<file path="config.mk">
export PLATFORM = sky130hd
export DESIGN_NAME = muldiv_hilo_ctrl
export DESIGN_NICKNAME = d
export VERILOG_FILES = /design/src/rtl/muldiv_hilo_ctrl.sv
export SDC_FILE = /design/constraint.sdc
export NUM_CORES = 1
export LEC_CHECK = 0
export ABC_CLOCK_PERIOD_IN_PS = 22700
export CAP_MARGIN = 15
export CORE_MARGIN = 10
export CORE_UTILIZATION = 70
export CTS_CLUSTER_DIAMETER = 40
export DETAILED_ROUTE_END_ITERATION = 12
export DONT_BUFFER_PORTS = 1
export PLACE_DENSITY = 0.87
export SLEW_MARGIN = 10
export SYNTH_ARGS = -nofsm -noshare
export SYNTH_HDL_FRONTEND = slang
export SYNTH_SLANG_ARGS = --single-unit
</file>
<file path="constraint.sdc">
create_clock -name clk -period 22.7 [get_ports clk]
set_clock_uncertainty 0.15 [all_clocks]
set_input_delay 2.27 -clock clk [delete_from_list [all_inputs] [get_ports clk]]
set_output_delay 2.27 -clock clk [all_outputs]
set_load 0.01 [all_outputs]
</file>
<file path="src/rtl/muldiv_hilo_ctrl.sv">
// rtl/muldiv_hilo_ctrl.sv - iterative MULT/MULTU/DIV/DIVU sequencer owning the HI/LO pair
// Optional MULDIV_FAST_MUL_EN: single-cycle array product for MULT/MULTU (IDLE -> FIN).
module muldiv_hilo_ctrl #(
    parameter int WIDTH = 32
) (
    input  logic             clk,
    input  logic             rst,
    input  logic             start,
    input  logic [1:0]       op,
    input  logic [WIDTH-1:0] a,
    input  logic [WIDTH-1:0] b,
    input  logic             rd_req,
    input  logic             wr_hi,
    input  logic             wr_lo,
    input  logic [WIDTH-1:0] wdata,
    output logic [WIDTH-1:0] hi,
    output logic [WIDTH-1:0] lo,
    output logic             busy,
    output logic             done,
    output logic             stall
);
    localparam int CW = $clog2(WIDTH);

    typedef enum logic [1:0] {IDLE, RUN, FIN} state_t;
    state_t state, next_state;

    logic [1:0]         op_q;
    logic [WIDTH-1:0]   a_q, ua, ub;
    logic               neg_q, neg_r, b_zero;
    logic [2*WIDTH-1:0] p;
    logic [CW-1:0]      cnt;

    logic               is_signed;
    logic [WIDTH-1:0]   abs_a, abs_b;
    logic [WIDTH:0]     mul_upper, shifted, diff;
    logic [2*WIDTH-1:0] mul_next, div_next, mul_mag, mul_res;
    logic [WIDTH-1:0]   quo, rem, fin_hi, fin_lo;

    always_ff @(posedge clk or posedge rst) begin
        if (rst) state <= IDLE;
        else     state <= next_state;
    end

    // Operand conditioning (abs, signs, accumulator clear) happens on the accept edge,
    // so RUN starts in the next cycle.
    always_comb begin
        next_state = state;
        case (state)
            IDLE: if (start) begin
`ifdef MULDIV_FAST_MUL_EN
                next_state = op[1] ? RUN : FIN;
`else
                next_state = RUN;
`endif
            end
            RUN:  if (cnt == '0) next_state = FIN;
            FIN:  next_state = IDLE;
            default: next_state = IDLE;
        endcase
    end

    always_comb begin
        is_signed = ~op[0];
        abs_a     = (is_signed && a[WIDTH-1]) ? -a : a;
        abs_b     = (is_signed && b[WIDTH-1]) ? -b : b;

        // Shift/add: multiplier sits in the low half and drains out to the right.
        mul_upper = {1'b0, p[2*WIDTH-1:WIDTH]} + (p[0] ? {1'b0, ua} : '0);
        mul_next  = {mul_upper, p[WIDTH-1:1]};

        // Restoring divide: remainder high, dividend/quotient low.
        shifted   = {p[2*WIDTH-1:WIDTH], p[WIDTH-1]};
        diff      = shifted - {1'b0, ub};
        div_next  = diff[WIDTH] ? {shifted[WIDTH-1:0], p[WIDTH-2:0], 1'b0}
                                : {diff[WIDTH-1:0],    p[WIDTH-2:0], 1'b1};

`ifdef MULDIV_FAST_MUL_EN
        mul_mag   = {{WIDTH{1'b0}}, ua} * {{WIDTH{1'b0}}, ub};
`else
        mul_mag   = p;
`endif
        mul_res   = neg_q ? -mul_mag : mul_mag;
        quo       = neg_q ? -p[WIDTH-1:0] : p[WIDTH-1:0];
        rem       = neg_r ? -p[2*WIDTH-1:WIDTH] : p[2*WIDTH-1:WIDTH];

        if (!op_q[1]) begin
            fin_hi = mul_res[2*WIDTH-1:WIDTH];
            fin_lo = mul_res[WIDTH-1:0];
        end else if (b_zero) begin
            fin_hi = a_q;
            fin_lo = '1;
        end else begin
            fin_hi = rem;
            fin_lo = quo;
        end
    end

    always_ff @(posedge clk or posedge rst) begin
        if (rst) begin
            hi     <= '0;
            lo     <= '0;
            done   <= 1'b0;
            op_q   <= '0;
            a_q    <= '0;
            ua     <= '0;
            ub     <= '0;
            neg_q  <= 1'b0;
            neg_r  <= 1'b0;
            b_zero <= 1'b0;
            p      <= '0;
            cnt    <= '0;
        end else begin
            done <= (state == FIN);
            case (state)
                IDLE: begin
                    if (wr_hi) hi <= wdata;
                    if (wr_lo) lo <= wdata;
                    if (start) begin
                        op_q   <= op;
                        a_q    <= a;
                        ua     <= abs_a;
                        ub     <= abs_b;
                        neg_q  <= is_signed & (a[WIDTH-1] ^ b[WIDTH-1]);
                        neg_r  <= is_signed & a[WIDTH-1];
                        b_zero <= (b == '0);
                        p      <= {{WIDTH{1'b0}}, (op[1] ? abs_a : abs_b)};
                        cnt    <= CW'(WIDTH - 1);
                    end
                end
                RUN: begin
                    p   <= op_q[1] ? div_next : mul_next;
                    cnt <= cnt - 1'b1;
                end
                FIN: begin
                    hi <= fin_hi;
                    lo <= fin_lo;
                end
                default: ;
            endcase
        end
    end

    assign busy  = (state != IDLE);
    assign stall = busy & (start | rd_req | wr_hi | wr_lo);
endmodule
</file>
==> results.md <==
* Arrival time at the worst endpoint at 5.46 ns
* Area leader, netlist: dfrtp_1
* Root Buffer Master: clkbuf_16
* R2R setup slack at ~18 ns
* Finish-stage setup viols at 0
* Crit path kind: in2reg
* WL final at around 70000 um
* Gr ovfl total at 0
* Pins Over Slew Limit at 0
* Largest net degree at the start of global routing at ~120
* Synth area leaders: dfrtp_1, o21ai_0, nand2_1
* Reg-to-Reg Start: mul_mag[31]
* First-pass GRT wire length at 103000 um
* Count leader, synth: nand2_1
* Share of layout cells above drive strength 1 at approximately 5.7%
* Logic gate share of total power at 53.4%
* Crit path to: mul_mag[29]
* DRT Pass-1 Iters at 7
* Maximum vdd drop at roughly 0.14 mV
* Ports at around 170
* Initial Util at approximately 71%
* Layout area overhead at 8.18%
* CP startpoint: a[5]
* Core region area at 25000 sq um
* Max_cap viols at 0
* Gates resized, CTS repair at 0
* P_leak at 8.41 nW
* Worst-path clk slew at approximately 0.06 ns
* Die Span Y at 179 um
* Postcts setup bufs at 0
* Vias per cell at approximately 7.3
* Crit path launch type: input pin
* Power Total at around 3.5 mW
* Hold buffer count at cts at 0
* Row Count at 58
* CTS max path bufs at 3
* Int Pwr at ~1.8 mW
* Clock power frac at a little under a fifth
* Ys flop type: dfrtp_1
* Post-synthesis sequential area ratio at ~33%
* DP HPWL at 48900 um
* Worst slew pin tran at approximately 1.2 ns
* Worst hold-check path type: reg2reg
* Sequential power share at between 20% and 30%
* Synthesized area per cell at roughly 8 sq um
* Highest Clock Rate at approximately 190 MHz
* Synth cell types at between 70 and 80
* Clock buffers created by TritonCTS at 38
* H-tree depth at 2
* Crit path max fanout at 6
* Worst setup EP type: register
* Reg2reg end: mul_mag[62]
* Total GRT Usage at between 40% and 50%
* Final hold vios at 0
* Final Cycle Share at between 20 and 25%
* Sw frac at approximately 49%
* Min Hold Slack at around 0.33 ns
* Cell Area, Synth at around 18000 sq um
* Worst-case reg-to-reg path depth at 12
* Fin nets at between 2000 and 2500
* Die area at between 30000 and 40000 sq um
* TNS Setup at 0 ns
* Clk sinks at between 200 and 250
* Post-synth EDFFs at 0
* PwrDens at around 180 nW/um^2
* # fillers at ~1800
* Iteration-0 DRC Markers at between 2000 and 3000
* Vias in the first global route at around 18000
* Asr flop ratio synth at between 90% and 100%
* Min cycle time layout at 5.19 ns
* Gpl congestion at about 1.0
* Dpl cell area at 17800 sq um
* DR WL/cell at approximately 27 um
* Required time worst endpoint at approximately 23 ns
* Worst-skew pair later-pin latency at between 0.5 and 0.6 ns
* Top post-synthesis cells by count: nand2_1, o21ai_0, dfrtp_1
* Ys Warns at 0
* Unrepaired setup endpoints after global routing: false
* Flops & latches, synth at approximately 240
* Sw Pwr at around 1.7 mW
* Top cell type's share of synthesized area at 33.1%
* Die X at ~180 um
* Vias post-DR at roughly 18000
* Syn Inst Count at approximately 2200
* Final Cell Area at 19200 sq um
* Post-route antenna net violation count at 0
* DRC at 0
* Status: finished clean
* Rel. slew slack at between 20 and 25%
* Net Count, Synth at roughly 2400
* I/O Buffers at 0
* TritonCTS clock tree: built
* Initial antenna violation count at 0
routing by layer:
metal  GRT usage [%]  vias to the layer above  wire length, um
li1                -                     7859                -
met1            52.9                     8643            24600
met2            62.5                     1563            29500
met3            12.7                      326             9900
met4            20.2                        0             4070
met5               0                        -                0
sequential cells by signal, indices dropped and copies added (netlist names):
| signal | flops |
|---|---|
| mul_mag | 64 |
| neg_q | 1 |
| cnt | 5 |
| b_zero | 1 |
| ub | 32 |
| ua | 31 |
| lo | 32 |
| done | 1 |
| state | 2 |
| a_q | 32 |
| op_q | 1 |
| hi | 32 |
| neg_r | 1 |
cells in the final DEF, fill, tap and decap left out, drive strengths merged, types with 39 or more instances in the layout:
master / instances
a21o: 43
dfrtp: 235
nor3: 39
mux2i: 69
xnor2: 105
nand2: 355
inv: 74
nor2: 133
nand3: 55
o21ai: 273
a21oi: 136
o22ai: 46
clkbuf: 50
xor2: 60
ha: 70
critical path, stage by stage:
cell and delay [ns]:
or4_1 0.58, nor3_1 0.70, and2_1 0.38, nand3_1 0.19
or3b_2 0.53, o31ai_1 0.25, xor2_1 0.11, mux2_2 0.28
o21ai_0 0.17
cell families after synthesis:
group | share of synthesized area (%)
AOI/OAI and AO/OA | 24.9
xor gates and xnor gates | 8.14
muxes | 4.27
and+or+nand+nor | 19.4
adders and majority gates | 5.16
DFF | 33.1
buffers and inverters | 4.98
worst min path at each step:
| stage | from | endpoint | depth (start not counted) |
|---|---|---|---|
| finish | ua[6] | ua[6] | 2 |
| global route | cnt[4] | cnt[4] | 1 |
| floorplan | a_q[14] | a_q[14] | 2 |
| CTS | cnt[4] | cnt[4] | 1 |
| global placement | ua[3] | ua[3] | 2 |
| detailed placement | ua[9] | ua[9] | 2 |
cell type report:
type | instances | area [sq um] | area share [%]
clock inverters | 20 | 292 | 1.52
multi-input cells | 1780 | 11000 | 57.4
flip-flops and latches | 235 | 5880 | 30.6
inverters | 71 | 274 | 1.43
diodes | 1 | 2.50 | 0.0130
well taps | 330 | 413 | 2.15
repair buffers | 23 | 200 | 1.04
clock buffers | 50 | 1120 | 5.83
through the flow:
stage | utilization [%] | setup slack, ns | cells
2_1_floorplan | - | 13.83 | 2243
3_3_place_gp | 70.9 | 17.32 | 2437
3_5_place_dp | 70.9 | 17.28 | 2437
4_1_cts | 76.5 | 17.64 | 2507
5_1_grt | 76.7 | 17.37 | 2509
6_report | 76.7 | 17.51 | 2510
power groups by stage:
stage          Sequential [mW]  Combinational, mW  Clock [mW]
2_1_floorplan            0.774               1.42           0
3_3_place_gp             0.944               1.69           0
3_5_place_dp             0.955               1.76           0
4_1_cts                  0.951               1.79       0.637
5_1_grt                  0.980               2.01       0.658
6_report                 0.976               1.86       0.642
(Power assumes the default switching activity.)
